[src/rtl/idle_power_ctrl.sv]
// Per-peripheral idle power controller: one sleep/wake handshake FSM per peripheral.
// Optional per-peripheral sleep-entry statistics are built when IDLE_PWR_STATS_EN is defined.
module idle_power_ctrl #(
    parameter int N           = 4,
    parameter int W           = 16,
    parameter int ACK_TIMEOUT = 16,
    parameter int WAKE_CYCLES = 4
) (
    input  logic             clk,
    input  logic             rst,
    input  logic [N*W-1:0]   idle_count,
    input  logic [N-1:0]     recent_activity,
    input  logic [N-1:0]     periph_en,
    input  logic [W-1:0]     idle_threshold,
    input  logic [N-1:0]     sleep_ack,
    input  logic [N-1:0]     wake_req,
    output logic [N-1:0]     sleep_req,
    output logic [N-1:0]     clk_gate,
    output logic [N*2-1:0]   pwr_state,
    output logic [N-1:0]     ack_timeout_err,
    output logic [N*8-1:0]   sleep_count
);

    typedef enum logic [1:0] {
        ST_ACTIVE    = 2'd0,
        ST_REQ_SLEEP = 2'd1,
        ST_SLEEP     = 2'd2,
        ST_WAKING    = 2'd3
    } pwr_state_e;

    localparam logic [7:0] TIMEOUT_LAST = 8'(ACK_TIMEOUT - 1);
    localparam logic [7:0] WAKE_LAST    = 8'(WAKE_CYCLES - 1);

    for (genvar i = 0; i < N; i++) begin : g_periph
        pwr_state_e state_q, state_d;
        logic [7:0] cnt_q, cnt_d;
        logic       err_q, err_d;
        logic       sleep_req_q, sleep_req_d;
        logic       clk_gate_q, clk_gate_d;
        logic       sleep_ok_s;
        logic       wake_ev_s;
        logic       enter_sleep_s;

        assign sleep_ok_s = (idle_threshold != {W{1'b0}})
                          && (idle_count[i*W +: W] >= idle_threshold)
                          && !recent_activity[i] && !wake_req[i];
        assign wake_ev_s  = wake_req[i] || recent_activity[i];

        // Next-state logic; cnt is shared between ack timeout and wake duration and cleared on each entry.
        always_comb begin
            state_d       = state_q;
            cnt_d         = cnt_q;
            err_d         = 1'b0;
            enter_sleep_s = 1'b0;
            if (!periph_en[i]) begin
                state_d = ST_ACTIVE;
                cnt_d   = 8'd0;
            end else begin
                case (state_q)
                    ST_ACTIVE: begin
                        if (sleep_ok_s) begin
                            state_d = ST_REQ_SLEEP;
                            cnt_d   = 8'd0;
                        end else begin
                            cnt_d = 8'd0;
                        end
                    end
                    ST_REQ_SLEEP: begin
                        if (sleep_ack[i]) begin
                            state_d       = ST_SLEEP;
                            cnt_d         = 8'd0;
                            enter_sleep_s = 1'b1;
                        end else if (wake_ev_s) begin
                            state_d = ST_ACTIVE;
                            cnt_d   = 8'd0;
                        end else if (cnt_q == TIMEOUT_LAST) begin
                            state_d = ST_ACTIVE;
                            cnt_d   = 8'd0;
                            err_d   = 1'b1;
                        end else begin
                            cnt_d = cnt_q + 8'd1;
                        end
                    end
                    ST_SLEEP: begin
                        if (wake_ev_s) begin
                            state_d = ST_WAKING;
                            cnt_d   = 8'd0;
                        end else begin
                            cnt_d = 8'd0;
                        end
                    end
                    ST_WAKING: begin
                        if (cnt_q == WAKE_LAST) begin
                            state_d = ST_ACTIVE;
                            cnt_d   = 8'd0;
                        end else begin
                            cnt_d = cnt_q + 8'd1;
                        end
                    end
                    default: begin
                        state_d = ST_ACTIVE;
                        cnt_d   = 8'd0;
                    end
                endcase
            end
            sleep_req_d = (state_d == ST_REQ_SLEEP);
            clk_gate_d  = (state_d == ST_SLEEP);
        end

        // State, counter and registered output flops.
        always_ff @(posedge clk) begin
            if (rst) begin
                state_q     <= ST_ACTIVE;
                cnt_q       <= 8'd0;
                err_q       <= 1'b0;
                sleep_req_q <= 1'b0;
                clk_gate_q  <= 1'b0;
            end else begin
                state_q     <= state_d;
                cnt_q       <= cnt_d;
                err_q       <= err_d;
                sleep_req_q <= sleep_req_d;
                clk_gate_q  <= clk_gate_d;
            end
        end

        assign sleep_req[i]         = sleep_req_q;
        assign clk_gate[i]          = clk_gate_q;
        assign ack_timeout_err[i]   = err_q;
        assign pwr_state[i*2 +: 2]  = state_q;

`ifdef IDLE_PWR_STATS_EN
        logic [7:0] scnt_q, scnt_d;

        // Saturating count of sleep entries.
        always_comb begin
            if (enter_sleep_s && (scnt_q != 8'hFF)) begin
                scnt_d = scnt_q + 8'd1;
            end else begin
                scnt_d = scnt_q;
            end
        end

        // Statistics flop, cleared only by reset.
        always_ff @(posedge clk) begin
            if (rst) begin
                scnt_q <= 8'd0;
            end else begin
                scnt_q <= scnt_d;
            end
        end

        assign sleep_count[i*8 +: 8] = scnt_q;
`else
        logic unused_enter_s;
        assign unused_enter_s        = enter_sleep_s;
        assign sleep_count[i*8 +: 8] = 8'd0;
`endif
    end

endmodule

[config.mk]
export PLATFORM = sky130hd
export DESIGN_NAME = idle_power_ctrl
export DESIGN_NICKNAME = d
export VERILOG_FILES = /design/src/rtl/idle_power_ctrl.sv
export SDC_FILE = /design/constraint.sdc
export NUM_CORES = 1
export LEC_CHECK = 0
export CAP_MARGIN = 15
export CORE_MARGIN = 2
export CORE_UTILIZATION = 49
export DETAILED_ROUTE_END_ITERATION = 10
export PLACE_DENSITY = 0.87
export SYNTH_ARGS = -nofsm -noshare
export SYNTH_HDL_FRONTEND = slang
export SYNTH_SLANG_ARGS = --single-unit
[constraint.sdc]
create_clock -name clk -period 3.83 [get_ports clk]
set_clock_uncertainty 0.1 [all_clocks]
set_input_delay 0.766 -clock clk [delete_from_list [all_inputs] [get_ports clk]]
set_output_delay 0.766 -clock clk [all_outputs]
set_load 0.005 [all_outputs]
==> key figures, run 1 <==
Detailed routing
  – Vias: 3645
  – Initial DRC Count: 101
  – Drt wl/cell: 15.47 um
  – DR vias/cell: 5.400
  – Post-route ant nets: 0
  – First-pass iteration count of the detailed router: 4
  – Routed WL: 10440 um
  – DRC: 0

Synth
  – Avg Cell Area, Syn: 8.568 um2
  – Share of the synthesized area in the top cell type: 0.2635
  – Cells after synthesis: 461
  – Top cells by area, synth: dfxtp_1 26%, ha_1 22%, buf_4 8.4%
  – Leading area contributor after synthesis: dfxtp_1
  – EDFF count, synth: 0
  – Synth unique cells: 49
  – Sequential share of the synthesized area: 0.2635
  – Synth Warn #: 0
  – Synth Register Bits: 52
  – Main synth FF type: dfxtp_1
  – FFs w/ async S/R, synth: 0
  – Synth Cell Area: 3950 um2

STA
  – Final Cycle Share: 0.7901
  – Setup TNS: 0 ps
  – RSZ-0062 raised after global routing: no
  – Slew margin rel.: 0.5301
  – Final hold vios: 0
  – Fmax: 330.5 MHz
  – Worst-Margin Slew: 698.4 ps
  – Hold WS: 352.6 ps
  – Max-slew violation count: 0
  – Post-route setup slack: 804.0 ps
  – Minimum clock period: 3026 ps
  – Setup-failing EPs final: 0

Power and ir drop
  – Power Density: 233.8 nW/um2
  – Peak supply drop: 0.1724 mV
  – Part of the power in registers: 0.454
  – Pint: 897.8 uW
  – Clock power frac: 0.305
  – P_sw: 305.1 uW
  – Combinational power share: 0.241
  – Leakage power: 2.174 nW
  – Sw Ratio: 0.2536

Die
  – Chip width: 93.79 um
  – Rows: 32
  – Core area: 7767 um2
  – Die area: 8796 um2
  – Initial Util: 0.5085
  – Die height: 93.79 um
  – I/O pin count: 150

Global routing
  – Pin count of the biggest net entering global routing: 16
  – Initial antenna violation count: 0
  – GRT Resource Usage Total: 0.2403
  – First-pass GRT wire length: 16740 um
  – Total global routing overflow: 0
  – Vias in the first global route: 3729

Clock tree
  – # hold bufs at CTS: 0
  – CTS Buf Count: 5
  – Worst-Skew Late Latency: 300 ps
  – CTS Root Buffer Type: clkbuf_8
  – Post-CTS Setup Bufs: 0
  – CTS tree: done
  – Bufs on Longest Clock Path: 2
  – Sink Count: 52
  – Htree depth: 2
  – Post-cts sizing count: 0
  – Clock transition at path regs: 90 ps

Worst setup path
  – WP data arrival: 3150 ps
  – CP bufs+invs: 2
  – R2R Setup Slk: 1760 ps
  – R2r startpoint: g_periph[0].cnt_q[4]$_SDFF_PP0_
  – R2R depth: 5
  – Path length in cells of the critical path: 8
  – Peak per-stage delay on the critical path: 540 ps
  – CP Launch Type: input pin
  – CP Class: in2reg
  – Reg-to-Reg End: g_periph[0].sleep_req_q$_SDFF_PP0_
  – Delay-heaviest family, CP: simple AND/OR/NAND/NOR gates
  – CP cell instances: clkdlybuf4s50_1, inv_1, ha_1, nand4_1, or4_1, o32a_1, a211oi_2, nor2b_1
  – CP required: 3960 ps
  – CP max FO: 4
  – Setup crit end kind: flip-flop
  – Max stage delay cell, worst path: or4_1

Placement
  – Placed cells: 667
  – DP HPWL: 8715 um
  – Post-Place Setup Slack: 522.2 ps
  – GP Congestion: 0.9646
  – I/O Buffers: 117
  – Placed cell areas: 5037 um2

Min path
  – Hold WC Path Type: reg2reg
  – Hold Path Origin: g_periph[2].cnt_q[0]$_SDFF_PP0_
  – Hold path cells: 1
  – WHS Endpoint: g_periph[2].cnt_q[0]$_SDFF_PP0_

Final layout
  – Layout cells sized above 1: 0.02967
  – Post-route design area: 5145 um2
  – Fillers: 635
  – Layout area overhead: 30.25%
  – Diode count: 0
  – Nets: 738
  – Final Non-Filler Cells: 675

Status
  – Status: completed

Flow run
  – Max Cap Viol: 0
[layout make-up]
cell class              instances  area [um2]  share of cell area
clock buffers                   6       72.57             0.01411
clock inverters                 2       35.03            0.006809
inverters                      22       82.58             0.01605
multi-input cells             373        2608              0.5068
flip-flops and latches         52        1041              0.2023
well taps                     102       127.6             0.02481
repair buffers                118        1179              0.2291
[worst max path at each step]
stage / endpoint / start
6_report: g_periph[3].state_q[0]$_SDFF_PP0_ / idle_threshold[15]
5_1_grt: g_periph[3].state_q[0]$_SDFF_PP0_ / idle_threshold[13]
4_1_cts: g_periph[3].state_q[0]$_SDFF_PP0_ / idle_threshold[15]
3_5_place_dp: g_periph[3].state_q[0]$_SDFF_PP0_ / idle_threshold[13]
3_3_place_gp: g_periph[3].state_q[0]$_SDFF_PP0_ / idle_threshold[13]
2_1_floorplan: g_periph[3].state_q[0]$_SDFF_PP0_ / idle_threshold[15]
[placed cells by master (no fill, tap or decap), types with 12 or more instances in the layout]
master | Yosys | final
dfxtp_1 | 52 | 52
nand3_1 | 12 | 12
ha_1 | 68 | 68
and3_1 | 12 | 12
a21oi_1 | 36 | 36
conb_1 | 1 | 32
inv_1 | 22 | 22
nor2_1 | 46 | 46
clkdlybuf4s50_1 | 0 | 117
o21ai_0 | 15 | 15
xnor2_1 | 12 | 12
nand2_1 | 26 | 26
[state kept, by name, indices dropped and copies added (netlist names)]
signal and flops:
g_periph.clk_gate_q 4, g_periph.state_q 8, g_periph.sleep_req_q 4, g_periph.cnt_q 32, g_periph.err_q 4
[metrics by stage]
stage,utilization,total power [mW]
final,0.6624,1.203
after global routing,0.6624,1.269
after CTS,0.6624,1.211
after detailed placement,0.6485,0.8433
after global placement,0.6485,0.8312
after floorplan,-,0.7126
[layer usage]
| metal | vias to the layer above | share of wire | GRT usage |
|---|---|---|---|
| li1 | 1819 | - | - |
| met1 | 1661 | 0.41 | 0.2759 |
| met2 | 136 | 0.48 | 0.4238 |
| met3 | 29 | 0.081 | 0.06100 |
| met4 | 0 | 0.033 | 0.09662 |
| met5 | - | 0 | 0 |
[cell usage after synthesis (all sizes together), types with 8 or more instances]
cell and instances:
buf 44, inv 22, nand2b 8, and3 12
a21oi 36, nor2 46, o21ai 15, nand3 12
xor2 9, dfxtp 52, ha 68, nand4 8
nand2 27, nor2b 8, a211oi 10, xnor2 12
[cell families after synthesis]
kind of cell | after synthesis | synth area share
simple gates | 155 | 0.2059
buf+inv | 67 | 0.1058
xor+xnor | 21 | 0.04656
fa+ha+maj | 68 | 0.2154
compound gates | 97 | 0.1619
flops | 52 | 0.2635
other cells | 1 | 0.0009494
[power by group through the flow]
stage,registers [mW],clock network (mW),logic (mW)
floorplan,0.558,0,0.155
global placement,0.559,0,0.273
detailed placement,0.559,0,0.285
CTS,0.546,0.377,0.288
global route,0.547,0.397,0.325
finish,0.546,0.367,0.290
Power figures use the tool's default switching activity.
==> run 2: changes to the inputs <==
CORE_UTILIZATION = 45   (was 49)
PLACE_DENSITY = 0.81   (was 0.87)
clock period = 3.1 ns   (was 3.83 ns; I/O delays follow)
==> key figures, run 2 (synthesized netlist as in run 1, its figures left out) <==
Final layout
  – Biggest register: g_periph.cnt_q
  – Nets: 752
  – Fillers: 765
  – Max FFs per register: 32
  – Commonest non-fill, non-tap cell in the layout: clkdlybuf4s50_1
  – Largest registers: g_periph.cnt_q (32), g_periph.state_q (8)
  – Commonest cells after routing, fill and taps aside: 117 x clkdlybuf4s50_1, 68 x ha_1, 52 x dfxtp_1, 46 x nor2_1, 36 x a21oi_1
  – Layout cells sized above 1: 0.05128
  – Layout area overhead: 32.88%
  – Diode count: 0
  – Final Non-Filler Cells: 693

Clock tree
  – Htree depth: 2
  – Sink Count: 52
  – Clock transition at path regs: 90 ps
  – Bufs on Longest Clock Path: 2
  – CTS Root Buffer Type: clkbuf_8
  – Post-cts sizing count: 0
  – Post-CTS Setup Bufs: 0
  – CTS tree: done
  – # hold bufs at CTS: 0
  – CTS Buf Count: 5
  – Worst-Skew Late Latency: 300 ps

Global routing
  – Initial antenna violation count: 0
  – GRT Resource Usage Total: 0.2216
  – Total global routing overflow: 0
  – First-pass GRT wire length: 17120 um
  – Vias in the first global route: 3715
  – Pin count of the biggest net entering global routing: 15

Min path
  – WHS Endpoint: g_periph[2].cnt_q[0]$_SDFF_PP0_
  – Hold WC Path Type: reg2reg
  – Hold path cells: 1
  – Hold Path Origin: g_periph[2].cnt_q[0]$_SDFF_PP0_

Die
  – Initial Util: 0.4574
  – Rows: 34
  – Chip width: 97.69 um
  – Core area: 8636 um2
  – I/O pin count: 150
  – Die height: 97.69 um
  – Die area: 9543 um2

Worst setup path
  – R2R Setup Slk: 1060 ps
  – R2R depth: 5
  – Setup crit end kind: flip-flop
  – CP Launch Type: input pin
  – CP Class: in2reg
  – Worst setup path start: idle_threshold[14]
  – Reg-to-Reg End: g_periph[0].sleep_req_q$_SDFF_PP0_
  – WP data arrival: 3020 ps
  – CP required: 3210 ps
  – CP max FO: 3
  – R2r startpoint: g_periph[0].cnt_q[4]$_SDFF_PP0_

Detailed routing
  – Initial DRC Count: 111
  – DRC: 0
  – Vias: 3725
  – Drt wl/cell: 15.33 um
  – First-pass iteration count of the detailed router: 4
  – Routed WL: 10620 um
  – Post-route ant nets: 0
  – DR vias/cell: 5.375

Placement
  – Post-Place Setup Slack: -29.46 ps
  – I/O Buffers: 117
  – DP HPWL: 8995 um
  – Placed cells: 687
  – GP Congestion: 0.9664

STA
  – Fmax: 342.5 MHz
  – Max-slew violation count: 0
  – Setup-failing EPs final: 0
  – Post-route setup slack: 180.2 ps
  – Final hold vios: 0
  – Slew margin rel.: 0.5335
  – Worst-Margin Slew: 693.3 ps
  – Hold WS: 352.2 ps
  – Minimum clock period: 2920 ps
  – RSZ-0062 raised after global routing: no
  – Final Cycle Share: 0.9419

Power and ir drop
  – Power Density: 283.8 nW/um2
  – Leakage power: 2.236 nW
  – Peak supply drop: 0.1665 mV

Status
  – Status: completed

Flow run
  – Max Cap Viol: 0
-- run 2: cell types whose count changed in the layout (fill, tap and decap cells not counted), sizes merged --
cell | before | now
clkbuf | 6 | 5
buf | 1 | 15
clkinv | 1 | 0
-- run 2: through the flow --
step / total power, mW / TNS (ps) / utilization / area (um2)
2_1_floorplan: 0.8804 / 0 / - / 4066
3_3_place_gp: 1.046 / 0 / 0.5963 / 5150
3_5_place_dp: 1.058 / -65.99 / 0.5963 / 5150
4_1_cts: 1.499 / 0 / 0.6078 / 5249
5_1_grt: 1.575 / 0 / 0.6078 / 5249
6_report: 1.490 / 0 / 0.6078 / 5249
-- run 2: cell type report --
cell class	count	area, um2	share of cell area
Clock buffer	5	68.82	0.01311
Clock inverter	1	30.03	0.005721
Inverter	22	82.58	0.01573
Multi-Input combinational cell	373	2608	0.4968
Sequential cell	52	1041	0.1983
Tap cell	108	135.1	0.02575
Timing Repair Buffer	132	1284	0.2446
-- run 2: metal layers --
metal | track usage | part of all wire
met5 | 0 | 0
met4 | 0.08868 | 0.036
met3 | 0.05252 | 0.063
met2 | 0.4016 | 0.50
met1 | 0.2484 | 0.40
-- run 2: report_power, final --
part / total, mW / internal [mW] / switching (mW)
Sequential: 0.674 / 0.671 / 0.00384
Combinational: 0.373 / 0.211 / 0.161
Clock: 0.443 / 0.232 / 0.211
Total: 1.49 / 1.11 / 0.376
-- run 2: worst max-delay path by stage --
| stage | end | slack [ps] | depth (start not counted) |
|---|---|---|---|
| finish | g_periph[2].sleep_req_q$_SDFF_PP0_ | 180 | 9 |
| global route | g_periph[2].sleep_req_q$_SDFF_PP0_ | 120 | 9 |
| CTS | g_periph[3].sleep_req_q$_SDFF_PP0_ | 280 | 8 |
| detailed placement | g_periph[3].sleep_req_q$_SDFF_PP0_ | -30 | 8 |
| global placement | g_periph[2].sleep_req_q$_SDFF_PP0_ | 3 | 9 |
| floorplan | g_periph[3].state_q[0]$_SDFF_PP0_ | 660 | 7 |
-- run 2: worst max-delay path: stages --
cell and delay, ps:
clkdlybuf4s50_1 520, inv_1 90, buf_4 160, ha_1 290, nand4_1 110, nor3_1 410
o2111ai_1 280, and3_1 300, a211oi_1 240
